--- src/rtl/cpu6_mem_lsu_pkg.sv ---
// cpu6_mem_lsu_pkg: shared types and constants for the MEM-stage load/store unit.
//   CPU6_XLEN                 datapath width
//   CPU6_LSU_STATE_WIDTH      FSM state width, with state codes CPU6_LSU_IDLE/REQ/RESP/DONE
//   CPU6_LSU_TIMEOUT_DEFAULT  default outstanding-access limit, in cycles
package cpu6_mem_lsu_pkg;
    localparam int CPU6_XLEN                = 32;
    localparam int CPU6_LSU_STATE_WIDTH     = 2;
    localparam int CPU6_LSU_TIMEOUT_DEFAULT = 255;

    typedef enum logic [CPU6_LSU_STATE_WIDTH-1:0] {
        CPU6_LSU_IDLE = 2'd0,
        CPU6_LSU_REQ  = 2'd1,
        CPU6_LSU_RESP = 2'd2,
        CPU6_LSU_DONE = 2'd3
    } lsuState_t;

    // Request registers: held stable on the bus until the fabric accepts them.
    typedef struct packed {
        logic [CPU6_XLEN-1:0] addr;
        logic                 wen;
        logic [CPU6_XLEN-1:0] wdata;
    } lsuReq_t;

    function automatic logic isMisaligned(input logic [CPU6_XLEN-1:0] addr);
        return addr[1:0] != 2'b00;
    endfunction
endpackage

--- src/rtl/cpu6_mem_lsu_if.sv ---
// cpu6_mem_lsu_if: data-bus valid/ready request channel plus always-accepted response.
//   master: the LSU (drives dbus_req_*, receives ready and response)
//   slave : the memory fabric
interface cpu6_mem_lsu_if import cpu6_mem_lsu_pkg::*; ();
    logic                 dbus_req_valid;
    logic                 dbus_req_ready;
    logic [CPU6_XLEN-1:0] dbus_req_addr;
    logic                 dbus_req_wen;
    logic [CPU6_XLEN-1:0] dbus_req_wdata;
    logic                 dbus_rsp_valid;
    logic [CPU6_XLEN-1:0] dbus_rsp_rdata;

    modport master (
        output dbus_req_valid, dbus_req_addr, dbus_req_wen, dbus_req_wdata,
        input  dbus_req_ready, dbus_rsp_valid, dbus_rsp_rdata
    );

    modport slave (
        input  dbus_req_valid, dbus_req_addr, dbus_req_wen, dbus_req_wdata,
        output dbus_req_ready, dbus_rsp_valid, dbus_rsp_rdata
    );
endinterface

--- src/rtl/cpu6_lsu_timer.sv ---
// cpu6_lsu_timer: outstanding-access timer.
//   clk, reset : clock, synchronous active-high reset
//   clr        : restart count at zero (access entering REQ)
//   en         : count this cycle (access outstanding)
//   tc         : terminal count, high while counting and count == TIMEOUT_CYCLES-1
module cpu6_lsu_timer #(
    parameter int TIMEOUT_CYCLES = 255
) (
    input  logic clk,
    input  logic reset,
    input  logic clr,
    input  logic en,
    output logic tc
);
    localparam int CW = $clog2(TIMEOUT_CYCLES + 1);
    localparam logic [CW-1:0] TC_VAL = CW'(TIMEOUT_CYCLES - 1);

    logic [CW-1:0] count;

    // The access is always aborted at TC_VAL, so the count never wraps.
    always_ff @(posedge clk) begin
        if (reset)    count <= '0;
        else if (clr) count <= '0;
        else if (en)  count <= count + CW'(1);
    end

    assign tc = en && (count == TC_VAL);
endmodule

--- src/rtl/cpu6_mem_lsu.sv ---
// cpu6_mem_lsu: MEM-stage load/store unit. Turns each M-stage load/store into one
// data-bus transaction, stalls the pipeline until it completes, and presents the
// result for one cycle.
//   clk, reset                 clock, synchronous active-high reset
//   memwriteM, memtoregM       store / load in M (both set = store)
//   aluout_typeuimmM           byte address;  writedataM  store data
//   dbus                       data bus (master side)
//   stallM                     hold PC, IF/ID, ID/EX, EX/MEM
//   readdataM                  load result (valid with lsu_doneM on a load)
//   lsu_doneM                  access completes this cycle
//   misalign_errM, bus_errM    error pulses coincident with lsu_doneM
module cpu6_mem_lsu import cpu6_mem_lsu_pkg::*; #(
    parameter int TIMEOUT_CYCLES = CPU6_LSU_TIMEOUT_DEFAULT
) (
    input  logic                 clk,
    input  logic                 reset,
    input  logic                 memwriteM,
    input  logic                 memtoregM,
    input  logic [CPU6_XLEN-1:0] aluout_typeuimmM,
    input  logic [CPU6_XLEN-1:0] writedataM,
    cpu6_mem_lsu_if.master       dbus,
    output logic                 stallM,
    output logic [CPU6_XLEN-1:0] readdataM,
    output logic                 lsu_doneM,
    output logic                 misalign_errM,
    output logic                 bus_errM
);
    lsuState_t state;
    lsuReq_t   req;
    logic      reqValid;
    logic      access;
    logic      misaligned;
    logic      timerClr;
    logic      timerEn;
    logic      timeout;

    assign access     = memwriteM | memtoregM;
    assign misaligned = isMisaligned(aluout_typeuimmM);
    assign timerClr   = (state == CPU6_LSU_IDLE) && access && !misaligned;
    assign timerEn    = (state == CPU6_LSU_REQ) || (state == CPU6_LSU_RESP);

    cpu6_lsu_timer #(.TIMEOUT_CYCLES(TIMEOUT_CYCLES)) uTimer (
        .clk   (clk),
        .reset (reset),
        .clr   (timerClr),
        .en    (timerEn),
        .tc    (timeout)
    );

    // Error flags are rewritten every cycle, so they are high only in DONE.
    // In REQ the abort wins over a handshake on the terminal cycle; in RESP a
    // response on the terminal cycle wins over the abort.
    always_ff @(posedge clk) begin
        if (reset) begin
            state         <= CPU6_LSU_IDLE;
            req           <= '0;
            reqValid      <= 1'b0;
            readdataM     <= '0;
            misalign_errM <= 1'b0;
            bus_errM      <= 1'b0;
        end else begin
            misalign_errM <= 1'b0;
            bus_errM      <= 1'b0;
            case (state)
                CPU6_LSU_IDLE: begin
                    if (access) begin
                        if (misaligned) begin
                            state         <= CPU6_LSU_DONE;
                            misalign_errM <= 1'b1;
                        end else begin
                            state     <= CPU6_LSU_REQ;
                            reqValid  <= 1'b1;
                            req.addr  <= {aluout_typeuimmM[CPU6_XLEN-1:2], 2'b00};
                            req.wen   <= memwriteM;
                            req.wdata <= writedataM;
                        end
                    end
                end
                CPU6_LSU_REQ: begin
                    if (timeout) begin
                        state    <= CPU6_LSU_DONE;
                        reqValid <= 1'b0;
                        bus_errM <= 1'b1;
                        if (!req.wen) readdataM <= '0;
                    end else if (dbus.dbus_req_ready) begin
                        state    <= CPU6_LSU_RESP;
                        reqValid <= 1'b0;
                    end
                end
                CPU6_LSU_RESP: begin
                    if (dbus.dbus_rsp_valid) begin
                        state <= CPU6_LSU_DONE;
                        if (!req.wen) readdataM <= dbus.dbus_rsp_rdata;
                    end else if (timeout) begin
                        state    <= CPU6_LSU_DONE;
                        bus_errM <= 1'b1;
                        if (!req.wen) readdataM <= '0;
                    end
                end
                default: state <= CPU6_LSU_IDLE;
            endcase
        end
    end

    assign lsu_doneM           = (state == CPU6_LSU_DONE);
    assign stallM              = access && (state != CPU6_LSU_DONE);
    assign dbus.dbus_req_valid = reqValid;
    assign dbus.dbus_req_addr  = req.addr;
    assign dbus.dbus_req_wen   = req.wen;
    assign dbus.dbus_req_wdata = req.wdata;
endmodule

--- src/flat_wrapper.sv ---
// flat-port wrapper written by rule: the top's interface ports become plain ports
module cpu6_mem_lsu_flat import cpu6_mem_lsu_pkg::*;
#(
    parameter int TIMEOUT_CYCLES = CPU6_LSU_TIMEOUT_DEFAULT
)
  (clk, reset, memwriteM, memtoregM, aluout_typeuimmM, writedataM, stallM, readdataM, lsu_doneM, misalign_errM, bus_errM, dbus_dbus_req_valid, dbus_dbus_req_addr, dbus_dbus_req_wen, dbus_dbus_req_wdata, dbus_dbus_req_ready, dbus_dbus_rsp_valid, dbus_dbus_rsp_rdata);
  cpu6_mem_lsu_if dbus_i ();
  input  logic clk;
  input  logic reset;
  input  logic memwriteM;
  input  logic memtoregM;
  input  logic [CPU6_XLEN-1:0] aluout_typeuimmM;
  input  logic [CPU6_XLEN-1:0] writedataM;
  output logic stallM;
  output logic [CPU6_XLEN-1:0] readdataM;
  output logic lsu_doneM;
  output logic misalign_errM;
  output logic bus_errM;
  output wire logic [$bits(dbus_i.dbus_req_valid)-1:0] dbus_dbus_req_valid;
  output wire logic [$bits(dbus_i.dbus_req_addr)-1:0] dbus_dbus_req_addr;
  output wire logic [$bits(dbus_i.dbus_req_wen)-1:0] dbus_dbus_req_wen;
  output wire logic [$bits(dbus_i.dbus_req_wdata)-1:0] dbus_dbus_req_wdata;
  input wire logic [$bits(dbus_i.dbus_req_ready)-1:0] dbus_dbus_req_ready;
  input wire logic [$bits(dbus_i.dbus_rsp_valid)-1:0] dbus_dbus_rsp_valid;
  input wire logic [$bits(dbus_i.dbus_rsp_rdata)-1:0] dbus_dbus_rsp_rdata;
  assign dbus_dbus_req_valid = dbus_i.dbus_req_valid;
  assign dbus_dbus_req_addr = dbus_i.dbus_req_addr;
  assign dbus_dbus_req_wen = dbus_i.dbus_req_wen;
  assign dbus_dbus_req_wdata = dbus_i.dbus_req_wdata;
  assign dbus_i.dbus_req_ready = dbus_dbus_req_ready;
  assign dbus_i.dbus_rsp_valid = dbus_dbus_rsp_valid;
  assign dbus_i.dbus_rsp_rdata = dbus_dbus_rsp_rdata;
  cpu6_mem_lsu #(.TIMEOUT_CYCLES(TIMEOUT_CYCLES)) u_core (.clk(clk), .reset(reset), .memwriteM(memwriteM), .memtoregM(memtoregM), .aluout_typeuimmM(aluout_typeuimmM), .writedataM(writedataM), .dbus(dbus_i), .stallM(stallM), .readdataM(readdataM), .lsu_doneM(lsu_doneM), .misalign_errM(misalign_errM), .bus_errM(bus_errM));
endmodule
--- config.mk ---
export PLATFORM = sky130hd
export DESIGN_NAME = cpu6_mem_lsu_flat
export DESIGN_NICKNAME = d
export VERILOG_FILES = /design/src/rtl/cpu6_mem_lsu_pkg.sv /design/src/rtl/cpu6_mem_lsu_if.sv /design/src/rtl/cpu6_lsu_timer.sv /design/src/rtl/cpu6_mem_lsu.sv /design/src/flat_wrapper.sv
export SDC_FILE = /design/constraint.sdc
export NUM_CORES = 1
export LEC_CHECK = 0
export ABC_AREA = 1
export BUFFER_PORTS_ARGS = -buffer_cell sky130_fd_sc_hd__buf_2
export CAP_MARGIN = 20
export CORE_ASPECT_RATIO = 0.7
export CORE_MARGIN = 2
export CORE_UTILIZATION = 45
export DETAILED_ROUTE_END_ITERATION = 6
export PLACE_DENSITY = 0.88
export SETUP_SLACK_MARGIN = 0.1
export SYNTH_ARGS = -nofsm -noshare
export SYNTH_HDL_FRONTEND = slang
export SYNTH_SLANG_ARGS = --single-unit
export TNS_END_PERCENT = 1
--- constraint.sdc ---
create_clock -name clk -period 2 [get_ports clk]
set_clock_uncertainty 0.05 [all_clocks]
set_input_delay 0.3 -clock clk [delete_from_list [all_inputs] [get_ports clk]]
set_output_delay 0.3 -clock clk [all_outputs]
set_load 0.01 [all_outputs]
==> metrics.txt <==
run status=finished, final reports clean; first-pass GRT wire length=17,070 um; Hold Buf Count CTS=0; I/O Pins=204; Setup Fix Bufs, Post-CTS=0; maximum level of the CTS H-tree=3; maximum number of pins on one net before global-route repair=63; DR vias=4,001; type of the tightest min-delay check=primary input to flop; placed wire-length estimate=7761 um; drc violations=0; clock slew at reported path FFs=0.07 ns; global-route congestion overflow total=0; total CTS buffers=9; fin cells=829; count of standard-cell rows=28; post-detailed-route count of antenna-violating nets=0; gpl congestion=0.8744; Die X=117.0 um; Total Routing Usage GR=0.2164; Die Ht=83.07 um; number of vias per cell=4.826; post-synth design cell area=0.004019 mm2; Netlist cell types=27; number of sinks driven by the clock tree=108; effective utilization at floorplan=0.4701; number of diodes added for antenna fixing=0; CORE AREA=0.008548 mm2; Detailed Route WL=10,630 um; startpoint type of the worst setup path=flop; endpoint required time on the critical path=2.16 ns; Pre-Repair DR Iteration Count=5; count of endpoints failing hold in the final timing report=0; type of element capturing the critical path=flop; # port buffers=201; sum of negative setup slack=0 ns; Pwr Density=1064 mW/mm2; 1st-iter DRT viols=201; share of final-layout standard cells stronger than drive strength 1=0.3329; average cell area after synthesis=7.788 um2; multi-input combinational cell area=0.001635 mm2; vias in the first global route=3,844; highest achievable clock rate=550.3 MHz; max-capacitance violation count=0; Fillers=759; worst vdd ir=0.0005385 V; cell leakage power=2.693 nW; insertion delay to the later sink of the worst-skew pair=0.34 ns; number of synthesized register bits=108; number of standard cells after synthesis=516; final setup fails=0; clock tree from TritonCTS=done; Nets=813; library cell used as clock root buffer=sky130_fd_sc_hd__clkbuf_16; register cell area after layout=0.002162 mm2; fraction of the cycle the final worst path needs=0.9086; Seq/Total Area, Yosys=0.5380; floorplan die area=0.009714 mm2; data arrival time at the worst-slack endpoint=1.98 ns; clk buf depth=2; worst-path maximum fanout=32; number of antenna violations at the first check in global routing=0; RSZ-0062 raised after global routing=yes; fin. max-slew vios=0; CTS-repair resized insts=0; dpl cells=814; fin crit period=1.817 ns; WS Path Type=flop to flop; WL per Instance=12.82 um; area added between synthesis and finish=33.34%; count of warnings emitted by yosys=0
final cells by class:
| class | instances | area share |
|---|---|---|
| sequential | 108 | 0.4035 |
| multi-input combinational | 364 | 0.3052 |
| timing repair buffer | 209 | 0.2057 |
| clock buffer | 9 | 0.04203 |
| tap | 120 | 0.02802 |
| inverter | 13 | 0.009573 |
| clock inverter | 6 | 0.006071 |
report_power, final:
part / switching [mW] / internal (mW) / total [mW]
clock network: 0.745 / 0.826 / 1.57
logic: 0.944 / 0.584 / 1.53
registers: 0.161 / 2.44 / 2.61
total: 1.85 / 3.85 / 5.70
final timing paths:
path,start,endpoint,slack [ns],cells past startpoint
worst max-delay path,u_core.state[0],u_core.readdataM[13],0.18,10
worst min-delay path,aluout_typeuimmM[30],u_core.dbus.dbus_req_addr[30],0.13,3
worst max register to register,u_core.state[0],u_core.readdataM[13],0.18,10
worst min register to register,u_core.readdataM[30],u_core.readdataM[30],0.41,2
cells in the final DEF (no fill, tap or decap), types with 3 or more instances in the layout:
master	synthesis	routed
sky130_fd_sc_hd__o21ai_0	58	58
sky130_fd_sc_hd__nor2_1	140	139
sky130_fd_sc_hd__inv_1	12	12
sky130_fd_sc_hd__buf_4	6	4
sky130_fd_sc_hd__nand3_1	3	3
sky130_fd_sc_hd__nand2_2	4	4
sky130_fd_sc_hd__clkbuf_16	0	9
sky130_fd_sc_hd__clkinv_2	0	5
sky130_fd_sc_hd__nor3_1	5	5
sky130_fd_sc_hd__buf_2	14	201
sky130_fd_sc_hd__o21ai_1	5	5
sky130_fd_sc_hd__nor2_2	2	3
sky130_fd_sc_hd__ha_1	6	6
sky130_fd_sc_hd__nand2_1	85	85
sky130_fd_sc_hd__dfxtp_1	108	108
sky130_fd_sc_hd__a21oi_1	42	42
state kept, by name, indices dropped and copies added, names as in the netlist:
name / flops
u_core.bus_errM: 1
u_core.dbus.dbus_req_addr: 30
u_core.dbus.dbus_req_valid: 1
u_core.dbus.dbus_req_wdata: 32
u_core.dbus.dbus_req_wen: 1
u_core.misalign_errM: 1
u_core.readdataM: 32
u_core.state: 2
u_core.uTimer.count: 8
cell usage after synthesis (all sizes together):
library cell  number  area, um2
nor2             142      538.0
nand2             89      344.1
nor3               7      51.30
inv               13      51.30
o31ai              1      7.510
dfxtp            108       2162
and3               2      12.51
ha                 6      75.07
nor3b              2      15.01
a21oi             42      210.2
clkbuf             9      33.78
conb               1      3.750
nand3              4      25.02
or2                2      12.52
nand4              2      12.51
buf               23      148.9
o21ai             63      315.3
critical path: stages (launching register included):
cell	delay, ns
sky130_fd_sc_hd__dfxtp_1	0.38
sky130_fd_sc_hd__inv_1	0.10
sky130_fd_sc_hd__ha_1	0.35
sky130_fd_sc_hd__nand2_1	0.11
sky130_fd_sc_hd__nor2_2	0.15
sky130_fd_sc_hd__nand2_2	0.09
sky130_fd_sc_hd__nand2_1	0.09
sky130_fd_sc_hd__nand2_2	0.06
sky130_fd_sc_hd__buf_8	0.17
sky130_fd_sc_hd__nand2_1	0.09
sky130_fd_sc_hd__a21oi_1	0.06
stage by stage:
stage | setup WS (ns) | utilization | area, um2 | hold slack (ns) | total power [mW]
CTS | 0.1029 | 0.6253 | 5345 | 0.1230 | 5.733
floorplan | 0.4062 | - | 4023 | 0.3849 | 3.592
finish | 0.1828 | 0.6269 | 5359 | 0.1344 | 5.704
global placement | 0.2475 | 0.5951 | 5087 | 0.3954 | 4.063
detailed placement | 0.1207 | 0.5951 | 5087 | 0.4018 | 4.150
global route | 0.02279 | 0.6269 | 5359 | 0.1258 | 6.035
per-layer routing:
layer / track usage / wire [um]
met5: 0 / 0
met4: 0.08770 / 172
met3: 0.06131 / 665
met2: 0.3720 / 5449
met1: 0.2514 / 4337
cells by family (layout without fill, tap and decap cells):
kind of cell             count (synthesis)  count (layout)  share of synthesized area
AO/OA/AOI/OAI                          106             106                     0.1326
adder cells (fa/ha/maj)                  6               6                    0.01868
buffers and inverters                   45             237                    0.05822
flip-flops                             108             108                     0.5380
other                                    1               2                  0.0009331
AND/OR/NAND/NOR                        250             250                     0.2516
Power figures use the tool's default switching activity.
